$ cat config.mk
export PLATFORM = sky130hd
export DESIGN_NAME = sysctl_wb
export DESIGN_NICKNAME = d
export VERILOG_FILES = /design/src/rtl/sysctl_wb.sv
export SDC_FILE = /design/constraint.sdc
export NUM_CORES = 1
export LEC_CHECK = 0
export BUFFER_PORTS_ARGS = -buffer_cell sky130_fd_sc_hd__buf_2
export CAP_MARGIN = 20
export CORE_AREA = 10 10 171 173
export DETAILED_ROUTE_END_ITERATION = 10
export DIE_AREA = 0 0 181 183
export PLACE_DENSITY = 0.45
export SETUP_SLACK_MARGIN = 0.4
export SYNTH_ARGS = -nofsm -noshare
export SYNTH_HDL_FRONTEND = slang
export SYNTH_SLANG_ARGS = --single-unit
$ cat constraint.sdc
create_clock -name clk -period 5.9 [get_ports clk]
set_clock_uncertainty 0.15 [all_clocks]
set_input_delay 1.18 -clock clk [delete_from_list [all_inputs] [get_ports clk]]
set_output_delay 1.18 -clock clk [all_outputs]
set_load 0.01 [all_outputs]
$ cat src/rtl/sysctl_wb.sv
// sysctl_wb: Wishbone system-control slave.
// Provides a keyed, delayed warm-boot request with abort, two scratch registers
// and a free-running uptime counter.
// Optional watchdog is built when SYSCTL_WATCHDOG_EN is defined. When it expires,
// it forces a boot into image 0.
module sysctl_wb #(
  parameter int DW    = 32,
  parameter int DLY_W = 16,
  parameter int UPT_W = 32,
  parameter int WDT_W = 24
) (
  input  logic          clk,
  input  logic          rst,
  input  logic [2:0]    wb_addr,
  output logic [DW-1:0] wb_rdata,
  input  logic [DW-1:0] wb_wdata,
  input  logic          wb_we,
  input  logic          wb_cyc,
  output logic          wb_ack,
  output logic          boot_now,
  output logic [1:0]    boot_sel
);

  localparam logic [1:0] ST_IDLE  = 2'd0;
  localparam logic [1:0] ST_DELAY = 2'd1;
  localparam logic [1:0] ST_BOOT  = 2'd2;

  localparam logic [7:0] KEY_BOOT  = 8'h5A;
  localparam logic [7:0] KEY_ABORT = 8'hA5;

  // Bus registers
  logic          ack_q;
  logic [DW-1:0] rdata_q;
  logic [DW-1:0] rd_val;

  // Control state
  logic [1:0]       state_q, state_d;
  logic [1:0]       sel_q, sel_d;
  logic [DLY_W-1:0] cnt_q, cnt_d;
  logic             boot_now_q;

  // Plain registers
  logic [DLY_W-1:0] dly_q;
  logic [DW-1:0]    scr0_q, scr1_q;
  logic [UPT_W-1:0] upt_q;

  // One transfer is accepted per ack; every write/read happens on the acking edge.
  logic bus_go;
  logic wr_en;
  logic wr_ctrl;
  logic start_req;
  logic abort_req;
  logic wdt_fire;

  assign bus_go    = wb_cyc & ~ack_q;
  assign wr_en     = bus_go & wb_we;
  assign wr_ctrl   = wr_en && (wb_addr == 3'd0);
  assign start_req = wr_ctrl && (wb_wdata[15:8] == KEY_BOOT) && !wb_wdata[2];
  assign abort_req = wr_ctrl && (wb_wdata[15:8] == KEY_ABORT) && wb_wdata[2];

  assign wb_ack   = ack_q;
  assign wb_rdata = rdata_q;
  assign boot_now = boot_now_q;
  assign boot_sel = boot_now_q ? sel_q : 2'b00;

`ifdef SYSCTL_WATCHDOG_EN
  logic             wdt_en_q;
  logic             wdt_fired_q;
  logic [WDT_W-1:0] wdt_reload_q;
  logic [WDT_W-1:0] wdt_cnt_q;
  logic             wr_wdt;
  logic [WDT_W-1:0] wdt_wval;

  assign wr_wdt   = wr_en && (wb_addr == 3'd5);
  assign wdt_wval = wb_wdata[WDT_W-1:0];
  assign wdt_fire = wdt_en_q && (state_q != ST_BOOT) && (wdt_cnt_q == '0);

  // Watchdog: load/feed/disable by write, count down outside BOOT, fire at zero
  always_ff @(posedge clk or posedge rst) begin
    if (rst) begin
      wdt_en_q     <= 1'b0;
      wdt_fired_q  <= 1'b0;
      wdt_reload_q <= '0;
      wdt_cnt_q    <= '0;
    end else if (wdt_fire) begin
      wdt_fired_q <= 1'b1;
    end else if (wr_wdt) begin
      if (wdt_wval != '0) begin
        wdt_en_q     <= 1'b1;
        wdt_reload_q <= wdt_wval;
        // Writing the current reload value is a feed; any other value is a new load.
        wdt_cnt_q    <= (wdt_wval == wdt_reload_q) ? wdt_reload_q : wdt_wval;
      end else begin
        wdt_en_q <= 1'b0;
      end
    end else if (wdt_en_q && (state_q != ST_BOOT)) begin
      wdt_cnt_q <= wdt_cnt_q - 1'b1;
    end
  end
`else
  assign wdt_fire = 1'b0;
`endif

  // Boot FSM next-state; the watchdog overrides everything else, including an abort
  always_comb begin
    state_d = state_q;
    sel_d   = sel_q;
    cnt_d   = cnt_q;
    case (state_q)
      ST_IDLE: begin
        if (start_req) begin
          sel_d   = wb_wdata[1:0];
          cnt_d   = dly_q;
          state_d = ST_DELAY;
        end
      end
      ST_DELAY: begin
        if (abort_req) begin
          state_d = ST_IDLE;
        end else if (cnt_q == '0) begin
          state_d = ST_BOOT;
        end else begin
          cnt_d = cnt_q - 1'b1;
        end
      end
      ST_BOOT: begin
        state_d = ST_BOOT;
      end
      default: begin
        state_d = ST_IDLE;
      end
    endcase
    if (wdt_fire) begin
      state_d = ST_BOOT;
      sel_d   = 2'b00;
    end
  end

  // Boot FSM registers; boot_now is sticky until reset
  always_ff @(posedge clk or posedge rst) begin
    if (rst) begin
      state_q    <= ST_IDLE;
      sel_q      <= 2'b00;
      cnt_q      <= '0;
      boot_now_q <= 1'b0;
    end else begin
      state_q    <= state_d;
      sel_q      <= sel_d;
      cnt_q      <= cnt_d;
      boot_now_q <= boot_now_q | (state_d == ST_BOOT);
    end
  end

  // Read mux: values as seen before the acking edge
  always_comb begin
    rd_val = '0;
    case (wb_addr)
      3'd0: begin
        rd_val[1:0] = sel_q;
        rd_val[5:4] = state_q;
`ifdef SYSCTL_WATCHDOG_EN
        rd_val[6]   = wdt_fired_q;
`endif
      end
      3'd1: rd_val[DLY_W-1:0] = dly_q;
      3'd2: rd_val = scr0_q;
      3'd3: rd_val = scr1_q;
      3'd4: rd_val[UPT_W-1:0] = upt_q;
`ifdef SYSCTL_WATCHDOG_EN
      3'd5: rd_val[WDT_W-1:0] = wdt_cnt_q;
`endif
      default: rd_val = '0;
    endcase
  end

  // Single-cycle ack; read data is forced to zero outside the ack cycle
  always_ff @(posedge clk or posedge rst) begin
    if (rst) begin
      ack_q   <= 1'b0;
      rdata_q <= '0;
    end else begin
      ack_q   <= bus_go;
      rdata_q <= bus_go ? rd_val : '0;
    end
  end

  // Writable registers: delay, scratch pair, and uptime (a write clears it over the increment)
  always_ff @(posedge clk or posedge rst) begin
    if (rst) begin
      dly_q  <= '0;
      scr0_q <= '0;
      scr1_q <= '0;
      upt_q  <= '0;
    end else begin
      if (wr_en && (wb_addr == 3'd1)) dly_q  <= wb_wdata[DLY_W-1:0];
      if (wr_en && (wb_addr == 3'd2)) scr0_q <= wb_wdata;
      if (wr_en && (wb_addr == 3'd3)) scr1_q <= wb_wdata;
      if (wr_en && (wb_addr == 3'd4)) upt_q  <= '0;
      else                            upt_q  <= upt_q + 1'b1;
    end
  end

endmodule

==> results.json <==
{
  "p_int_w": 0.002159,
  "critPathMaxFanout": 25,
  "worstSkewPairLatency_ns": 0.43,
  "track_usage_pct": 12.53,
  "synthTopCellsByArea": "dfrtp_1 (55%), mux2_2 (11%), nor2_1 (5.7%)",
  "start_kind": "input port",
  "final_hold_viol_count": 0,
  "syn_area_um2": 7592,
  "worst_pin_slew_ns": 1.025,
  "wirelength_um": 20880,
  "post_cts_buffers": 0,
  "die_area_um2": 33120,
  "hpwl_um": 15090,
  "num_rows": 59,
  "fin_tns_setup_ns": 0,
  "syn2layout_area_growth_pct": 17.01,
  "async_reset_ff_share_pct": 100.0,
  "ant_nets": 0,
  "ys_seq_elements": 166,
  "p_total_w": 0.003033,
  "max_freq_ghz": 0.2696,
  "yosys-top-cells-count": "dfrtp_1 (166), nor2_1 (116), mux2_2 (73)",
  "p_leak_nw": 3.932,
  "n_antenna_cell": 0,
  "switching_power_w": 0.0008744,
  "pwr-share-comb_pct": 13.9,
  "p_clk_share_pct": 35.3,
  "timing.rr.start": "wb_ack$_DFF_PP0_",
  "switching_share_pct": 28.83,
  "drive_gt1_share_pct": 26.21,
  "n_fill_cell": 2597,
  "core-area_um2": 25760,
  "nets": 795,
  "setup_viol": 0,
  "yosys.area.top_type": "dfrtp_1",
  "globalRoute.totalOverflow": 0,
  "worstHoldStart": "scr0_q[26]$_DFFE_PP0P_",
  "pin_count": 75,
  "power_frac_seq_pct": 50.8,
  "cp-end-kind": "flop",
  "start_util_pct": 29.47,
  "place.gp.congestion": 0.8108,
  "grt_pass1_vias": 5830,
  "clockBufferDepth": 2,
  "root_buffer": "clkbuf_16",
  "cts_resized": 0,
  "finalCriticalPeriod_ns": 3.709,
  "grt_pass1_wl_um": 33440,
  "status": "finished clean",
  "cts.sinks": 166,
  "synthCells": 687,
  "synth_edf_count": 0,
  "die_w_um": 181,
  "drv_slew": 0,
  "synth_most_common_cell": "dfrtp_1",
  "first_iter_violations": 339,
  "peakVddDrop_v": 0.0001401,
  "cts_buffers": 17,
  "dieHeight_um": 183,
  "num_vias": 5591,
  "hp-class": "flop to flop",
  "maxCapViolCount": 0,
  "rsz0062_at_grt": "false",
  "arrival_ns": 3.86,
  "ff2ff_setup_slack_ns": 3.22,
  "post-route-period-util_pct": 62.86,
  "worst_hold_slack_ns": 0.3401,
  "synth.top_cell.area_share_pct": 54.71,
  "clk_pin_slew_ns": 0.06,
  "cp-startpoint": "wb_addr[0]",
  "routedWlPerCell_um": 18.95,
  "worst-endpoint-required_ns": 6.05,
  "antenna_found_initial": 0,
  "synth_area_per_cell_um2": 11.05,
  "worstSetupPathType": "input port to flop",
  "drc": 0,
  "power_density_nw_per_um2": 341.5,
  "via_per_inst": 5.074,
  "cts_tree": "yes",
  "ys_warn_count": 0,
  "synth_cell_types": 59,
  "grt_start_max_net_pins": 75,
  "synthFlopType": "dfrtp_1",
  "slew_headroom_pct": 31.05,
  "syn_nets": 728,
  "htree_levels": 4,
  "ctsHoldBuffers": 0,
  "ys_seq_area_share_pct": 54.71,
  "drt-pass1-iter-count": 5,
  "port_buffers": 74
}
==> cells in the final DEF (no fill, tap or decap), types with 7 or more instances in the layout <==
| master | instances |
|---|---|
| nand4_1 | 12 |
| inv_1 | 7 |
| buf_4 | 9 |
| a221oi_1 | 12 |
| clkinv_4 | 7 |
| o21ai_0 | 15 |
| nor2_1 | 116 |
| a21oi_1 | 33 |
| buf_2 | 74 |
| a22oi_1 | 23 |
| nor3_1 | 12 |
| xor2_1 | 20 |
| nor4_1 | 8 |
| clkbuf_16 | 17 |
| nand2_1 | 25 |
| mux2_1 | 13 |
| mux2_2 | 73 |
| mux2i_1 | 16 |
| dfrtp_1 | 166 |
| nand3_1 | 19 |
==> worst max-delay path: stages <==
cell and delay [ns]:
buf_2 0.34, nor2b_1 0.82, nand2_1 0.71, buf_4 0.44, mux2_1 0.34
==> routing by layer <==
| layer | global-route usage [%] | share of wire (%) | vias to the layer above |
|---|---|---|---|
| met1 | 17.35 | 49 | 2829 |
| li1 | - | - | 2591 |
| met4 | 4.621 | 1.7 | 0 |
| met3 | 2.520 | 4.1 | 23 |
| met5 | 0 | 0 | - |
| met2 | 18.97 | 45 | 148 |
==> path summary, 6_finish.rpt <==
check,to,cells after the start
setup / recovery,scr0_q[25]$_DFFE_PP0P_,5
hold / removal,scr0_q[26]$_DFFE_PP0P_,1
setup reg to reg,cnt_q[12]$_DFFE_PP0P_,6
hold reg to reg,scr0_q[26]$_DFFE_PP0P_,1
max in group asynchronous,scr1_q[6]$_DFFE_PP0P_,3
min in group asynchronous,wb_rdata[21]$_DFF_PP0_,2
==> kinds of logic after synthesis <==
logic type / Yosys count / synth area share [%]
AOI/OAI and AO/OA: 109 / 9.641
xor gates and xnor gates: 26 / 2.999
adders and majority gates: 2 / 0.3295
buffers and inverters: 44 / 2.340
DFF: 166 / 54.71
muxes: 102 / 14.86
and+or+nand+nor: 238 / 15.11
==> state kept, by name (all words and copies together), names as in the netlist <==
name and cells:
scr0_q 32, scr1_q 32, upt_q 32, wb_rdata 32, cnt_q 16, dly_q 16
sel_q 2, state_q 2, boot_now 1, wb_ack 1
==> power groups by stage <==
| stage | sequential (W) | clock, W | combinational (W) |
|---|---|---|---|
| final | 0.00154 | 0.00107 | 0.000422 |
| after global routing | 0.00157 | 0.00114 | 0.000478 |
| after CTS | 0.00154 | 0.00110 | 0.000429 |
| after detailed placement | 0.00156 | 0 | 0.000429 |
| after global placement | 0.00155 | 0 | 0.000414 |
| after floorplan | 0.00149 | 0 | 0.000320 |
==> stage by stage <==
step                      utilization (%)  std cells  instance area (um^2)  worst slack (ns)
after global routing                34.48       1102                  8884             2.028
after CTS                           34.48       1102                  8884             2.160
after detailed placement            32.27       1070                  8314             1.704
final                               34.48       1102                  8884             2.191
after global placement              32.27       1070                  8314             1.982
after floorplan                         -        687                  7596             2.457
==> cell type report <==
type | instances | area, um^2 | share of cell area [%]
Inverter | 9 | 37.54 | 0.4225
Tap cell | 335 | 419.2 | 4.718
Sequential cell | 166 | 4154 | 46.76
Multi-Input combinational cell | 477 | 3266 | 36.76
Clock buffer | 18 | 439.2 | 4.944
Clock inverter | 14 | 130.1 | 1.465
Timing Repair Buffer | 83 | 437.9 | 4.930
Power figures use the tool's default switching activity.
